<file path="config.mk">
export PLATFORM = sky130hd
export DESIGN_NAME = sqrt_odd_seq
export DESIGN_NICKNAME = d
export VERILOG_FILES = /design/src/rtl/sqrt_odd_seq_pkg.sv /design/src/rtl/sqrt_odd_seq_step.sv /design/src/rtl/sqrt_odd_seq.sv
export SDC_FILE = /design/constraint.sdc
export NUM_CORES = 1
export LEC_CHECK = 0
export BUFFER_PORTS_ARGS = -buffer_cell sky130_fd_sc_hd__buf_2
export CAP_MARGIN = 20
export CORE_ASPECT_RATIO = 0.5
export CORE_MARGIN = 5
export CORE_UTILIZATION = 56
export DETAILED_ROUTE_END_ITERATION = 10
export HOLD_SLACK_MARGIN = 0.06
export PLACE_DENSITY = 0.75
export SYNTH_ARGS = -nofsm -noshare
export SYNTH_HDL_FRONTEND = slang
export SYNTH_HIERARCHICAL = 1
export SYNTH_SLANG_ARGS = --single-unit
</file>
<file path="constraint.sdc">
create_clock -name CLK -period 3 [get_ports CLK]
set_input_delay 0.6 -clock CLK [delete_from_list [all_inputs] [get_ports CLK]]
set_output_delay 0.6 -clock CLK [all_outputs]
set_load 0.05 [all_outputs]
</file>
<file path="src/rtl/sqrt_odd_seq_pkg.sv">
// rtl/sqrt_odd_seq_pkg.sv - shared state encodings and default width for the odd-subtraction square root engine
package sqrt_odd_seq_pkg;

  localparam int W_DEFAULT = 8;

  typedef enum logic [1:0] {
    ST_IDLE = 2'd0,
    ST_CALC = 2'd1,
    ST_DONE = 2'd2
  } state_t;

endpackage

</file>
<file path="src/rtl/sqrt_odd_seq_step.sv">
// rtl/sqrt_odd_seq_step.sv - one compare/subtract step of the odd-number square root recurrence
module sqrt_odd_step #(
  parameter int W = 8
) (
  input  logic [W-1:0]   i_rem,
  input  logic [W/2:0]   i_odd,
  input  logic [W/2-1:0] i_cnt,
  output logic           o_ge,
  output logic [W-1:0]   o_rem,
  output logic [W/2:0]   o_odd,
  output logic [W/2-1:0] o_cnt
);

  localparam int OW = W / 2;
  localparam logic [OW:0]   ODD_STEP = (OW+1)'(2);
  localparam logic [OW-1:0] CNT_ONE  = OW'(1);

  logic [W-1:0] w_odd_ext;

  assign w_odd_ext = W'(i_odd);
  assign o_ge      = (i_rem >= w_odd_ext);
  assign o_rem     = i_rem - w_odd_ext;
  assign o_odd     = i_odd + ODD_STEP;
  assign o_cnt     = i_cnt + CNT_ONE;

endmodule

</file>
<file path="src/rtl/sqrt_odd_seq.sv">
// rtl/sqrt_odd_seq.sv - multi-cycle integer square root with START/BUSY/DONE handshake
module sqrt_odd_seq
  import sqrt_odd_seq_pkg::*;
#(
  parameter int W = W_DEFAULT
) (
  input  logic           CLK,
  input  logic           RST_N,
  input  logic           START,
  input  logic [W-1:0]   I,
  output logic           BUSY,
  output logic           DONE,
  output logic [W/2-1:0] O,
  output logic [W/2:0]   REM
);

  localparam int OW = W / 2;
  localparam logic [OW:0] ODD_ONE = (OW+1)'(1);

  state_t        r_state, w_state_nxt;
  logic [W-1:0]  r_rem, w_rem_nxt;
  logic [OW:0]   r_odd, w_odd_nxt;
  logic [OW-1:0] r_cnt, w_cnt_nxt;
  logic          r_busy, w_busy_nxt;
  logic          r_done, w_done_nxt;
  logic [OW-1:0] r_o, w_o_nxt;
  logic [OW:0]   r_res_rem, w_res_rem_nxt;

  logic          w_ge;
  logic [W-1:0]  w_step_rem;
  logic [OW:0]   w_step_odd;
  logic [OW-1:0] w_step_cnt;

  sqrt_odd_step #(.W(W)) u_step (
    .i_rem (r_rem),
    .i_odd (r_odd),
    .i_cnt (r_cnt),
    .o_ge  (w_ge),
    .o_rem (w_step_rem),
    .o_odd (w_step_odd),
    .o_cnt (w_step_cnt)
  );

  always_ff @(posedge CLK or negedge RST_N) begin
    if (!RST_N) begin
      r_state   <= ST_IDLE;
      r_rem     <= '0;
      r_odd     <= '0;
      r_cnt     <= '0;
      r_busy    <= 1'b0;
      r_done    <= 1'b0;
      r_o       <= '0;
      r_res_rem <= '0;
    end else begin
      r_state   <= w_state_nxt;
      r_rem     <= w_rem_nxt;
      r_odd     <= w_odd_nxt;
      r_cnt     <= w_cnt_nxt;
      r_busy    <= w_busy_nxt;
      r_done    <= w_done_nxt;
      r_o       <= w_o_nxt;
      r_res_rem <= w_res_rem_nxt;
    end
  end

  // Result registers only change on the CALC->DONE edge so O/REM hold between runs.
  always_comb begin
    w_state_nxt   = r_state;
    w_rem_nxt     = r_rem;
    w_odd_nxt     = r_odd;
    w_cnt_nxt     = r_cnt;
    w_busy_nxt    = r_busy;
    w_done_nxt    = 1'b0;
    w_o_nxt       = r_o;
    w_res_rem_nxt = r_res_rem;
    case (r_state)
      ST_IDLE: begin
        if (START) begin
          w_state_nxt = ST_CALC;
          w_rem_nxt   = I;
          w_odd_nxt   = ODD_ONE;
          w_cnt_nxt   = '0;
          w_busy_nxt  = 1'b1;
        end
      end
      ST_CALC: begin
        if (w_ge) begin
          w_rem_nxt = w_step_rem;
          w_odd_nxt = w_step_odd;
          w_cnt_nxt = w_step_cnt;
        end else begin
          w_state_nxt   = ST_DONE;
          w_done_nxt    = 1'b1;
          w_o_nxt       = r_cnt;
          w_res_rem_nxt = r_rem[OW:0];
        end
      end
      ST_DONE: begin
        w_state_nxt = ST_IDLE;
        w_busy_nxt  = 1'b0;
      end
      default: begin
        w_state_nxt = ST_IDLE;
        w_busy_nxt  = 1'b0;
      end
    endcase
  end

  assign BUSY = r_busy;
  assign DONE = r_done;
  assign O    = r_o;
  assign REM  = r_res_rem;

endmodule

</file>
==> flow_metrics.env <==
export IMPL_die_area_um2=4198
export IMPL_post_drt_wl_per_cell_um=14.54
export IMPL_via_per_inst=5.402
export IMPL_fin_skew_ns=0.007584
export IMPL_dp_hpwl_um=2145
export IMPL_yosys_warnings=6
export IMPL_drt_initial_drc_count=50
export IMPL_max_slew_margin=0.5438
export IMPL_fillers=210
export IMPL_cts_resized=0
export IMPL_setup_tns_ns=0
export IMPL_dieWidth_um=86.77
export IMPL_post_cts_buffers=0
export IMPL_cp_max_fo=10
export IMPL_worstPathArrival_ns=2.82
export IMPL_rsz0062_at_grt="false"
export IMPL_ctsHoldBuffers=0
export IMPL_ys_seq_area_frac=0.4549
export IMPL_num_rows=13
export IMPL_port_buffers=21
export IMPL_fp_dieH_um=48.39
export IMPL_cts_num_sinks=30
export IMPL_synth_seq_cells=30
export IMPL_ioPinCount=22
export IMPL_hold_viol=0
export IMPL_grt_pass1_wl_um=5071
export IMPL_area_growth_pct=14.63
export IMPL_r2r_setup_slack_ns=0.34
export IMPL_setup_viol=0
export IMPL_grt_max_degree=31
export IMPL_setup_worst_path_class="flip-flop to flip-flop"
export IMPL_core_area_um2=2700
export IMPL_layout_nets=190
export IMPL_grt_util_all_layers=0.1563
export IMPL_syn_nets=163
export IMPL_cp_end_kind="flip-flop"
export IMPL_drive_above_1_share=0.3779
export IMPL_diodes=0
export IMPL_fmax_mhz=375.8
export IMPL_period_share=0.8869
export IMPL_insertion_delay_ns=0.28
export IMPL_vias=1129
export IMPL_worstPathRequired_ns=3.16
export IMPL_syn_area_per_cell_um2=11.46
export IMPL_worst_slew_pin_slew_ns=0.6843
export IMPL_cts_max_level=2
export IMPL_cts_tree="built"
export IMPL_overflow=0
export IMPL_synth_area_um2=1650
export IMPL_gp_congestion=0.7829
export IMPL_routed_wl_um=3039
export IMPL_cap_violations=0
export IMPL_run_status="complete, no violations"
export IMPL_grt_pass1_vias=1061
export IMPL_layout_min_cycle_time_ns=2.661
export IMPL_first_pass_iters=5
export IMPL_cp_start_kind="flip-flop"
export IMPL_cts_root_buffer="clkbuf_8"
export IMPL_numCtsBuffers=5
export IMPL_hold_class="input port to asynchronous set/reset pin"
export IMPL_synthCells=144
export IMPL_start_util=0.6112
export IMPL_synth_distinct_cells=34
export IMPL_ant_nets=0
export IMPL_grt_antenna_before_repair=0
export IMPL_clk_pin_slew_ns=0.07
export IMPL_drv_slew=0
export IMPL_clock_path_buffers=2
export IMPL_drc=0
-- cell families after synthesis --
| logic type | share of synthesized area |
|---|---|
| adder cells (fa/ha/maj) | 0.06520 |
| multiplexers | 0.1880 |
| AO/OA/AOI/OAI | 0.1205 |
| buffers and inverters | 0.04625 |
| AND/OR/NAND/NOR | 0.09326 |
| flip-flops | 0.4549 |
| XOR/XNOR | 0.03184 |
-- state kept, by name (all words and copies together), names as in the netlist --
register	cells
BUSY	1
DONE	1
O	4
REM	5
r_cnt	4
r_odd	5
r_rem	8
r_state	2
-- cell type report --
cell class	count	area [um^2]	share of cell area
well taps	37	46.29	0.02447
flip-flops and latches	30	750.7	0.3968
multi-input cells	99	823.3	0.4352
clock inverters	2	12.51	0.006614
inverters	9	33.78	0.01786
repair buffers	26	142.6	0.07540
clock buffers	6	82.58	0.04365
-- critical path: stages (launching register included) --
cell,delay [ns]
dfrtp_1,0.39
inv_1,0.06
ha_1,0.15
inv_1,0.06
fa_1,0.41
a211oi_1,0.23
nor2_1,0.11
a311o_1,0.40
mux2i_2,0.28
nor2_4,0.13
mux2_2,0.32
-- cell usage after synthesis --
cell | n | area, um^2
o21ai_0 | 12 | 60.06
fa_1 | 1 | 20.02
a311o_1 | 1 | 10.01
ha_1 | 7 | 87.58
nor2_1 | 5 | 18.77
o21a_1 | 2 | 15.01
or2_0 | 1 | 6.260
mux2_4 | 1 | 15.01
dfrtp_1 | 30 | 750.7
and4b_1 | 1 | 10.01
mux2_2 | 25 | 281.5
nand2_1 | 8 | 30.03
o22ai_1 | 2 | 12.51
clkbuf_1 | 2 | 7.510
or3_4 | 1 | 11.26
buf_4 | 1 | 7.510
xor2_1 | 4 | 35.03
nor3_4 | 1 | 16.27
inv_1 | 9 | 33.78
buf_6 | 2 | 22.52
xnor2_1 | 2 | 17.52
buf_2 | 1 | 5.000
nand2b_1 | 1 | 6.260
o31ai_1 | 8 | 60.06
mux2i_2 | 1 | 13.76
nor3_1 | 3 | 15.01
o31a_1 | 1 | 8.760
a211oi_1 | 2 | 15.01
nor2_4 | 1 | 11.26
nor2b_1 | 2 | 12.51
a21o_1 | 1 | 7.510
or2_2 | 1 | 6.260
a21oi_1 | 2 | 10.01
nand3_1 | 2 | 10.01
-- cell usage in the layout (no fill, tap or decap), types with 2 or more instances in the layout --
cell and n:
dfrtp_1 30, mux2_2 25, buf_2 21, o21ai_0 12, inv_1 9, nand2_1 8, o31ai_1 8, ha_1 7
clkbuf_8 6, nor2_1 5, buf_4 5, xor2_1 4, nor3_1 3, nor2b_1 2, a21oi_1 2, o21a_1 2
o22ai_1 2, a211oi_1 2, nand3_1 2, xnor2_1 2
-- routing by layer --
metal  global-route usage  vias to the layer above  part of all wire
met4              0.03109                        0            0.0026
met5                    0                        -                 0
met2               0.2157                       17              0.45
met1               0.2309                      544              0.51
met3              0.06071                        2             0.043
li1                     -                      566                 -
-- final timing paths --
kind | startpoint | to | cells after the start
worst max-delay path | r_rem[0] | r_rem[3] | 10
max in group asynchronous | RST_N | REM[2] | 1
worst min-delay path | RST_N | O[1] | 1
worst max register to register | r_rem[0] | r_rem[3] | 10
min in group CLK | BUSY | BUSY | 2
worst min register to register | BUSY | BUSY | 2
-- stage by stage --
step | worst slack [ns] | hold slack [ns] | cells | util | cell area [um^2]
after floorplan | 0.4672 | 0.3044 | 144 | - | 1650
after global placement | 0.4527 | 0.4767 | 201 | 0.6654 | 1797
after detailed placement | 0.3654 | 0.4878 | 201 | 0.6654 | 1797
after CTS | 0.3299 | 0.3632 | 209 | 0.7006 | 1892
after global routing | 0.1941 | 0.3967 | 209 | 0.7006 | 1892
final | 0.3393 | 0.3363 | 209 | 0.7006 | 1892
Power is left out: the tool's default activity adds up to more than one toggle a clock period on the data nets, which glitch-free logic cannot reach.
